[config.mk]
export PLATFORM = sky130hd
export DESIGN_NAME = gamepad_led_tx
export DESIGN_NICKNAME = d
export VERILOG_FILES = /design/src/rtl/gamepad_pkg.sv /design/src/rtl/gamepad_refresh_timer.sv /design/src/rtl/gamepad_led_tx.sv
export SDC_FILE = /design/constraint.sdc
export NUM_CORES = 1
export LEC_CHECK = 0
export BUFFER_PORTS_ARGS = -buffer_cell sky130_fd_sc_hd__buf_2
export CAP_MARGIN = 20
export CORE_MARGIN = 4
export CORE_UTILIZATION = 38
export CTS_CLUSTER_SIZE = 25
export DETAILED_ROUTE_END_ITERATION = 10
export GPL_TIMING_DRIVEN = 0
export HOLD_SLACK_MARGIN = 0.12
export PLACE_DENSITY = 0.67
export SETUP_SLACK_MARGIN = 0.5
export SYNTH_ARGS = -nofsm -noshare
export SYNTH_HDL_FRONTEND = slang
export SYNTH_SLANG_ARGS = --single-unit
[constraint.sdc]
create_clock -name clk_i -period 5.7 [get_ports clk_i]
set_input_delay 0.57 -clock clk_i [delete_from_list [all_inputs] [get_ports clk_i]]
set_output_delay 0.57 -clock clk_i [all_outputs]
set_load 0.1 [all_outputs]
[src/rtl/gamepad_pkg.sv]
// Shared types and ASCII constants for the gamepad status-line transmitter.
// Latency: n/a. Backpressure: n/a.
package gamepad_pkg;

  typedef enum logic [2:0] {
    IDLE,
    HDR,
    B1,
    B2,
    NL
  } state_t;

  localparam logic [7:0] CH_L  = 8'h4C;
  localparam logic [7:0] CH_0  = 8'h30;
  localparam logic [7:0] CH_1  = 8'h31;
  localparam logic [7:0] CH_NL = 8'h0A;
  localparam int         MSG_LEN = 4;

  function automatic logic [7:0] led_char(input logic b);
    return b ? CH_1 : CH_0;
  endfunction

endpackage

[src/rtl/gamepad_refresh_timer.sv]
// Counts idle cycles and flags when a periodic refresh line is due.
// Latency: due_o is combinational from the counter. Backpressure: counts only while run_i is high.
module gamepad_refresh_timer #(
  parameter int REFRESH_CYCLES = 1_000_000
) (
  input  logic clk_i,
  input  logic rst_ni,
  input  logic run_i,
  input  logic clr_i,
  output logic due_o
);

  localparam int CW     = (REFRESH_CYCLES > 1) ? $clog2(REFRESH_CYCLES) : 1;
  localparam int TERM_I = (REFRESH_CYCLES > 0) ? REFRESH_CYCLES - 1 : 0;
  localparam logic [CW-1:0] TERM = CW'(TERM_I);

  logic [CW-1:0] cnt_q;

  // A due count is consumed by the line start (clr_i), so it never needs to wrap.
  always_ff @(posedge clk_i or negedge rst_ni) begin
    if (!rst_ni) begin
      cnt_q <= '0;
    end else if (REFRESH_CYCLES == 0 || clr_i) begin
      cnt_q <= '0;
    end else if (run_i && !due_o) begin
      cnt_q <= cnt_q + CW'(1);
    end
  end

  assign due_o = (REFRESH_CYCLES != 0) && (cnt_q == TERM);

endmodule

[src/rtl/gamepad_led_tx.sv]
// Emits "L<led1><led2>\n" status lines on a byte stream on LED change, after reset/enable, and on refresh.
// Latency: line starts 1 cycle after led_q differs; 4 bytes per line. Backpressure: each byte held until tx_ready_i.
module gamepad_led_tx
  import gamepad_pkg::*;
#(
  parameter int REFRESH_CYCLES = 1_000_000,
  parameter int CNT_W          = 16
) (
  input  logic             clk_i,
  input  logic             rst_ni,
  input  logic             en_i,
  input  logic             led1_i,
  input  logic             led2_i,
  output logic [7:0]       tx_data_o,
  output logic             tx_valid_o,
  input  logic             tx_ready_i,
  output logic             busy_o,
  output logic [CNT_W-1:0] msg_cnt_o
);

  state_t     state_q, state_d;
  logic [1:0] led_q, sent_q;
  logic       sent_vld_q;
  logic [7:0] data_d;
  logic       valid_d;
  logic       start;
  logic       line_done;
  logic       refresh_due;
  logic       accept;

  assign accept = tx_valid_o && tx_ready_i;
  assign busy_o = (state_q != IDLE);

  gamepad_refresh_timer #(
    .REFRESH_CYCLES(REFRESH_CYCLES)
  ) u_refresh (
    .clk_i (clk_i),
    .rst_ni(rst_ni),
    .run_i ((state_q == IDLE) && en_i),
    .clr_i (start),
    .due_o (refresh_due)
  );

  // Payload bytes are drawn from sent_q, the snapshot taken at line start.
  always_comb begin
    state_d   = state_q;
    valid_d   = tx_valid_o;
    data_d    = tx_data_o;
    start     = 1'b0;
    line_done = 1'b0;
    unique case (state_q)
      IDLE: begin
        if (en_i && (!sent_vld_q || (led_q != sent_q) || refresh_due)) begin
          start   = 1'b1;
          state_d = HDR;
          valid_d = 1'b1;
          data_d  = CH_L;
        end
      end
      HDR: begin
        if (accept) begin
          state_d = B1;
          data_d  = led_char(sent_q[1]);
        end
      end
      B1: begin
        if (accept) begin
          state_d = B2;
          data_d  = led_char(sent_q[0]);
        end
      end
      B2: begin
        if (accept) begin
          state_d = NL;
          data_d  = CH_NL;
        end
      end
      NL: begin
        if (accept) begin
          state_d   = IDLE;
          valid_d   = 1'b0;
          data_d    = 8'h00;
          line_done = 1'b1;
        end
      end
      default: begin
        state_d = IDLE;
        valid_d = 1'b0;
        data_d  = 8'h00;
      end
    endcase
  end

  always_ff @(posedge clk_i or negedge rst_ni) begin
    if (!rst_ni) begin
      state_q    <= IDLE;
      tx_valid_o <= 1'b0;
      tx_data_o  <= 8'h00;
    end else begin
      state_q    <= state_d;
      tx_valid_o <= valid_d;
      tx_data_o  <= data_d;
    end
  end

  always_ff @(posedge clk_i or negedge rst_ni) begin
    if (!rst_ni) begin
      led_q      <= 2'b00;
      sent_q     <= 2'b00;
      sent_vld_q <= 1'b0;
      msg_cnt_o  <= '0;
    end else begin
      led_q <= {led1_i, led2_i};
      if (start) begin
        sent_q     <= led_q;
        sent_vld_q <= 1'b1;
      end
      if (line_done) begin
        msg_cnt_o <= msg_cnt_o + CNT_W'(1);
      end
    end
  end

endmodule

# [After elaboration in Yosys (flattened, before gate mapping)]
# Cells that the tools add are included.
[totals] regBits=53 latchBits=0 mem_bits_rw=0 romBits=0 in_bits=6 out_inout_bits=26 word_cells=59 n_memories=0
[classes] add_sub_neg=2 n_mul=0 n_div=0 order_cmp=0 n_eq_ne=11 shifts=0 mux=23 n_bitwise=1 reduce_logical=14
[op_table] cell="$mux W20" count=2
[op_table] cell="$mux W8" count=5
[op_table] cell="$pmux W8 S5" count=1
[op_table] cell="$add A20 B1 Y20 const B" count=1
[op_table] cell="$eq A20 B20 Y1 const B" count=1
[op_table] cell="$add A16 B1 Y16 const B" count=1
[op_table] cell="$mux W3" count=5
[op_table] cell="$pmux W3 S5" count=1
[op_table] cell="$mux W1" count=8
[op_table] cell="$ne A2 B2 Y1 const B" count=4
[op_table] cell="$eq A3 B2 Y1 const B" count=2
[op_table] cell="$reduce_and A5 Y1" count=1
[op_table] cell="$logic_and A1 B1 Y1" count=4
[op_table] cell="$eq A3 B1 Y1 const B" count=1
[op_table] cell="$eq A3 B3 Y1 const B" count=1
[op_table] cell="$logic_not A3 Y1" count=1
[op_table] cell="$pmux W1 S3" count=1
[op_table] cell="$reduce_and A3 Y1" count=1
[op_table] cell="$reduce_bool A3 Y1" count=1
[op_table] cell="$reduce_or A3 Y1" count=1
[op_table] cell="$logic_not A1 Y1" count=2
[op_table] cell="$logic_or A1 B1 Y1" count=2
[op_table] cell="$ne A2 B1 Y1 const B" count=1
[op_table] cell="$ne A2 B2 Y1" count=1
[op_table] cell="other kinds (2)" count=2

# [Longest topological paths before layout]
[logic_depth] depth_word=7 ltp_mapped=7 depth_no_buf=6

# [By module]
# From an unflattened synthesis, not the netlist that was laid out.
[unflattened] hier_cells=236 area_unflattened_um2=2441.1
[modules_own_cells] module="gamepad_led_tx" n_inst=1 cells_each=123 area_per_inst_um2=1342.5 seq_area_each_um2=700.7
[modules_own_cells] module="gamepad_refresh_timer" n_inst=1 cells_each=113 area_per_inst_um2=1098.6 seq_area_each_um2=500.5

# [Least setup slack after synthesis]
# OpenSTA, ideal clock, no wires.
[synth_path] path_kind="register to register" from="register tx_valid_o" to="register msg_cnt_o[12]" setup_time_ps=159 arrival_time_ps=2063 t_required_ps=5541 setup_slack_ps=3479 stages_incl_launch_ff=6 n_path_buf=0 period_less_slack_ps=2221 cell_sequence="dfrtp_1 -> and4bb_2 -> nand4_1 -> nor3_1 -> nand2_1 -> xnor2_1"
[synth_via] elab_chain_len=3
[synth_lines] item="from (decl)" line_no="gamepad_led_tx.sv:15" text="output logic tx_valid_o,"
[synth_lines] item="from (signal assigned)" line_no="gamepad_led_tx.sv:101" text="tx_valid_o <= valid_d;"
[synth_lines] item="$logic_and A1 B1 Y1" line_no="gamepad_led_tx.sv:31" text="assign accept = tx_valid_o && tx_ready_i;"
[synth_lines] item="$mux W1" line_no="gamepad_led_tx.sv:79" text="if (accept) begin"
[synth_lines] item="$mux W1" line_no="gamepad_led_tx.sv:51" text="unique case (state_q)"
[synth_lines] item="to (signal assigned)" line_no="gamepad_led_tx.sv:119" text="msg_cnt_o <= msg_cnt_o + CNT_W'(1);"
[synth_lines] item="to (decl)" line_no="gamepad_led_tx.sv:18" text="output logic [CNT_W-1:0] msg_cnt_o"
# Every way passes these cells.
# A chain may end at the register's enable or synchronous reset.

# [Worst setup path in the final report]
[layout_path] from="register state_q[1]" to="register u_refresh.cnt_q[18]"
[layout_via] elab_chain_len=4 elab_cells_between_ends=6 cone_classes="2 x mux; 4 x reduce/logical"
[layout_lines] item="from (decl)" line_no="gamepad_led_tx.sv:21" text="state_t state_q, state_d;"
[layout_lines] item="from (signal assigned)" line_no="gamepad_led_tx.sv:100" text="state_q <= state_d;"
[layout_lines] item="$logic_not A3 Y1 *" line_no="gamepad_led_tx.sv:39, gamepad_led_tx.sv:51"
[layout_lines] item="$logic_and A1 B1 Y1" line_no="gamepad_led_tx.sv:39" text=".run_i ((state_q == IDLE) && en_i),"
[layout_lines] item="$logic_and A1 B1 Y1" line_no="gamepad_refresh_timer.sv:25" text="end else if (run_i && !due_o) begin"
[layout_lines] item="$reduce_bool A2 Y1 (no source line)"
[layout_lines] item="to (signal assigned)" line_no="gamepad_refresh_timer.sv:26" text="cnt_q <= cnt_q + CW'(1);"
[layout_lines] item="to (decl)" line_no="gamepad_refresh_timer.sv:17" text="logic [CW-1:0] cnt_q;"
# Mark *: on every way between the ends. The rest lies on a longest branch, timed or not.

==> results.toml <==
[logic_synthesis]
syn_nets = 246
synthSimpleGateAreaFrac = 0.259
yosys_warnings = 0
synth-xor-area-share = 0.114
yosysMostFrequentCell = "dfrtp_1"
yosys-top-cells-area = "dfrtp_1, xnor2_1, nand2_1"
synthFlopType = "dfrtp_1"
synth_common_cells = "dfrtp_1, nand2_1, nor2_1"
synthArstFlopShare = 1.00
synth_edf_count = 0
netlist.top_cell.by_area = "dfrtp_1"
yosysTopAreaCellShare = 0.504
synth_compound_area_frac = 0.0704
synthAdderAreaFrac = 0.0105
netlist_instances = 238
ys_ff_latch = 48
synth.distinct_cells = 44
synth_top_family_by_area = "simple AND/OR/NAND/NOR gates"
synth_mux_area_frac = 0.00473
synth_area_um2 = 2380
synth.avg_cell_area_um2 = 10.0
synth_seq_area_share = 0.504

[pwr]
power_mw = 1.23
p_per_area_nw_per_um2 = 449
cellLeakagePower_nw = 1.28
ir_drop_uv = 441

[cells_and_area]
fillers = 568
design_area_um2 = 2740
diodes = 0
syn_to_final_growth_pct = 14.9
layout-drive-gt1-share = 0.199
register_area_um2 = 1200
multiInputGateArea_um2 = 1090
nets = 284

[timing]
fmax_ghz = 0.415
setup_violations = 0
final-hold-violation-count = 0
period_share = 0.423
period_needed_ns = 2.41
rsz0062_at_grt = "false"
worst_pin_slew_ns = 0.962
finClkSkew_ns = 0.00589
maxSlewHeadroom = 0.353
fin_tns_setup_ns = 0
report.final.slew_viol_count = 0

[setup_path]
cp_slowest_cell = "nor4_1"
crit_chain = "buf_2 -> or4b_4 -> nor4_1 -> nand4b_1 -> xor2_1 -> nor2_1"
cp_max_fo = 10
cp-start-kind = "register"
reg2reg_slack_ns = 3.29
cp_num_buf_inv = 1
slowest_delay_ns = 0.75
worstSetupPathType = "register to register"
end_kind = "register"
critPathArrivalTime_ns = 2.60
worst_path_dominant_cell_family = "simple AND/OR/NAND/NOR gates"
crit_required_ns = 5.89

[cts]
clock_sinks = 48
cts_setup_buffers = 0
cts_tree = "yes"
clk_latency_ns = 0.29
clockBufferDepth = 2
cts-root-buf = "clkbuf_8"
htreeDepth = 2
numCtsBuffers = 5
cts_resized = 0
clkTransAtPathRegs_ns = 0.08
cts-hold-fix-buffers = 0

[floorplanning]
rows = 28
coreArea_um2 = 5990
ios = 32
die_w_um = 87.2
start_util = 0.397
die_h_um = 87.2
die-area_um2 = 7600

[routing]
wirelength_mm = 4.54
drtIter0Drc = 130
drt-pass1-iter-count = 4
vias = 1758
wl_per_cell_um = 12.9
antenna_left = 0
via_per_inst = 4.99
drc = 0

[global_route]
antenna_found_initial = 0
overflow = 0
grt_pass1_vias = 1742
grt_max_degree = 49
grt_util_all_layers = 0.135
grt_pass1_wl_mm = 8.27

[placed_design]
dp_hpwl_mm = 3.24
port_buffers = 30
placed_area_um2 = 2630
gp_congestion = 0.814

[flow_run]
drv_cap = 0

[min_path]
min_path_type = "input pin to async pin"

[status]
status = "finished, final reports clean"
-- layout by cell type, fill, tap and decap left out, types with 4 or more instances in the layout --
cell	netlist	final
and3_1	7	7
buf_2	2	32
clkbuf_1	2	4
nor2_1	26	26
nand2_1	30	30
nand2b_1	4	4
nand4_1	8	8
a21oi_1	4	4
buf_4	5	5
o21ai_0	12	12
xor2_1	11	11
nand3_1	15	15
dfrtp_1	48	48
clkbuf_8	0	6
xnor2_1	20	20
-- cell type report --
type,instances,area share
buffer,11,0.0284
clock buffer,8,0.0329
inverter,2,0.00274
multi-input combinational,177,0.400
sequential,48,0.439
tap,75,0.0343
timing repair buffer,31,0.0622
-- routing by layer --
layer | vias to the layer above | wire length [um] | track usage | part of all wire
met5 | - | 0 | 0 | 0
met4 | 0 | 59 | 0.0377 | 0.013
met3 | 6 | 224 | 0.0303 | 0.049
met2 | 44 | 2160 | 0.213 | 0.48
met1 | 819 | 2100 | 0.187 | 0.46
li1 | 889 | - | - | -
-- metrics by stage --
| step | cells | setup slack (ns) | hold slack [ns] | util |
|---|---|---|---|---|
| after floorplan | 238 | 3.48 | 0.274 | - |
| after detailed placement | 343 | 3.22 | 0.456 | 0.438 |
| after global routing | 352 | 2.96 | 0.214 | 0.457 |
| after CTS | 351 | 3.29 | 0.369 | 0.453 |
| final | 352 | 3.29 | 0.205 | 0.457 |
| after global placement | 343 | 3.16 | 0.451 | 0.438 |
-- power breakdown --
| part | switching (mW) | total, mW | internal [mW] |
|---|---|---|---|
| sequential | 0.0604 | 0.460 | 0.400 |
| clock | 0.105 | 0.204 | 0.0990 |
| combinational | 0.430 | 0.564 | 0.134 |
-- state kept, by name, summed over array words and instances, names as in the netlist --
| register | flops |
|---|---|
| sent_vld_q | 1 |
| msg_cnt_o | 16 |
| tx_valid_o | 1 |
| sent_q | 2 |
| u_refresh.cnt_q | 20 |
| led_q | 2 |
| state_q | 2 |
| tx_data_o | 4 |
-- worst paths after layout --
check                                                   to  cells past startpoint                      start
max                        u_refresh.cnt_q[18]$_DFFE_PN0P_                      6     state_q[1]$_DFFE_PN0P_
min                               msg_cnt_o[7]$_DFFE_PN0P_                      1                     rst_ni
max reg2reg                u_refresh.cnt_q[18]$_DFFE_PN0P_                      6     state_q[1]$_DFFE_PN0P_
min reg2reg                      msg_cnt_o[15]$_DFFE_PN0P_                      1  msg_cnt_o[15]$_DFFE_PN0P_
max in group asynchronous           tx_valid_o$_DFFE_PN0P_                      2                     rst_ni
min in group clk_i                      led_q[1]$_DFF_PN0_                      1                     led1_i
-- cell families after synthesis --
| kind of cell | Yosys count |
|---|---|
| fa+ha+maj | 2 |
| mux | 1 |
| compound gates | 27 |
| buf+inv | 13 |
| other cells | 1 |
| simple gates | 115 |
| flops | 48 |
| xor+xnor | 31 |
Power figures use the tool's default switching activity.
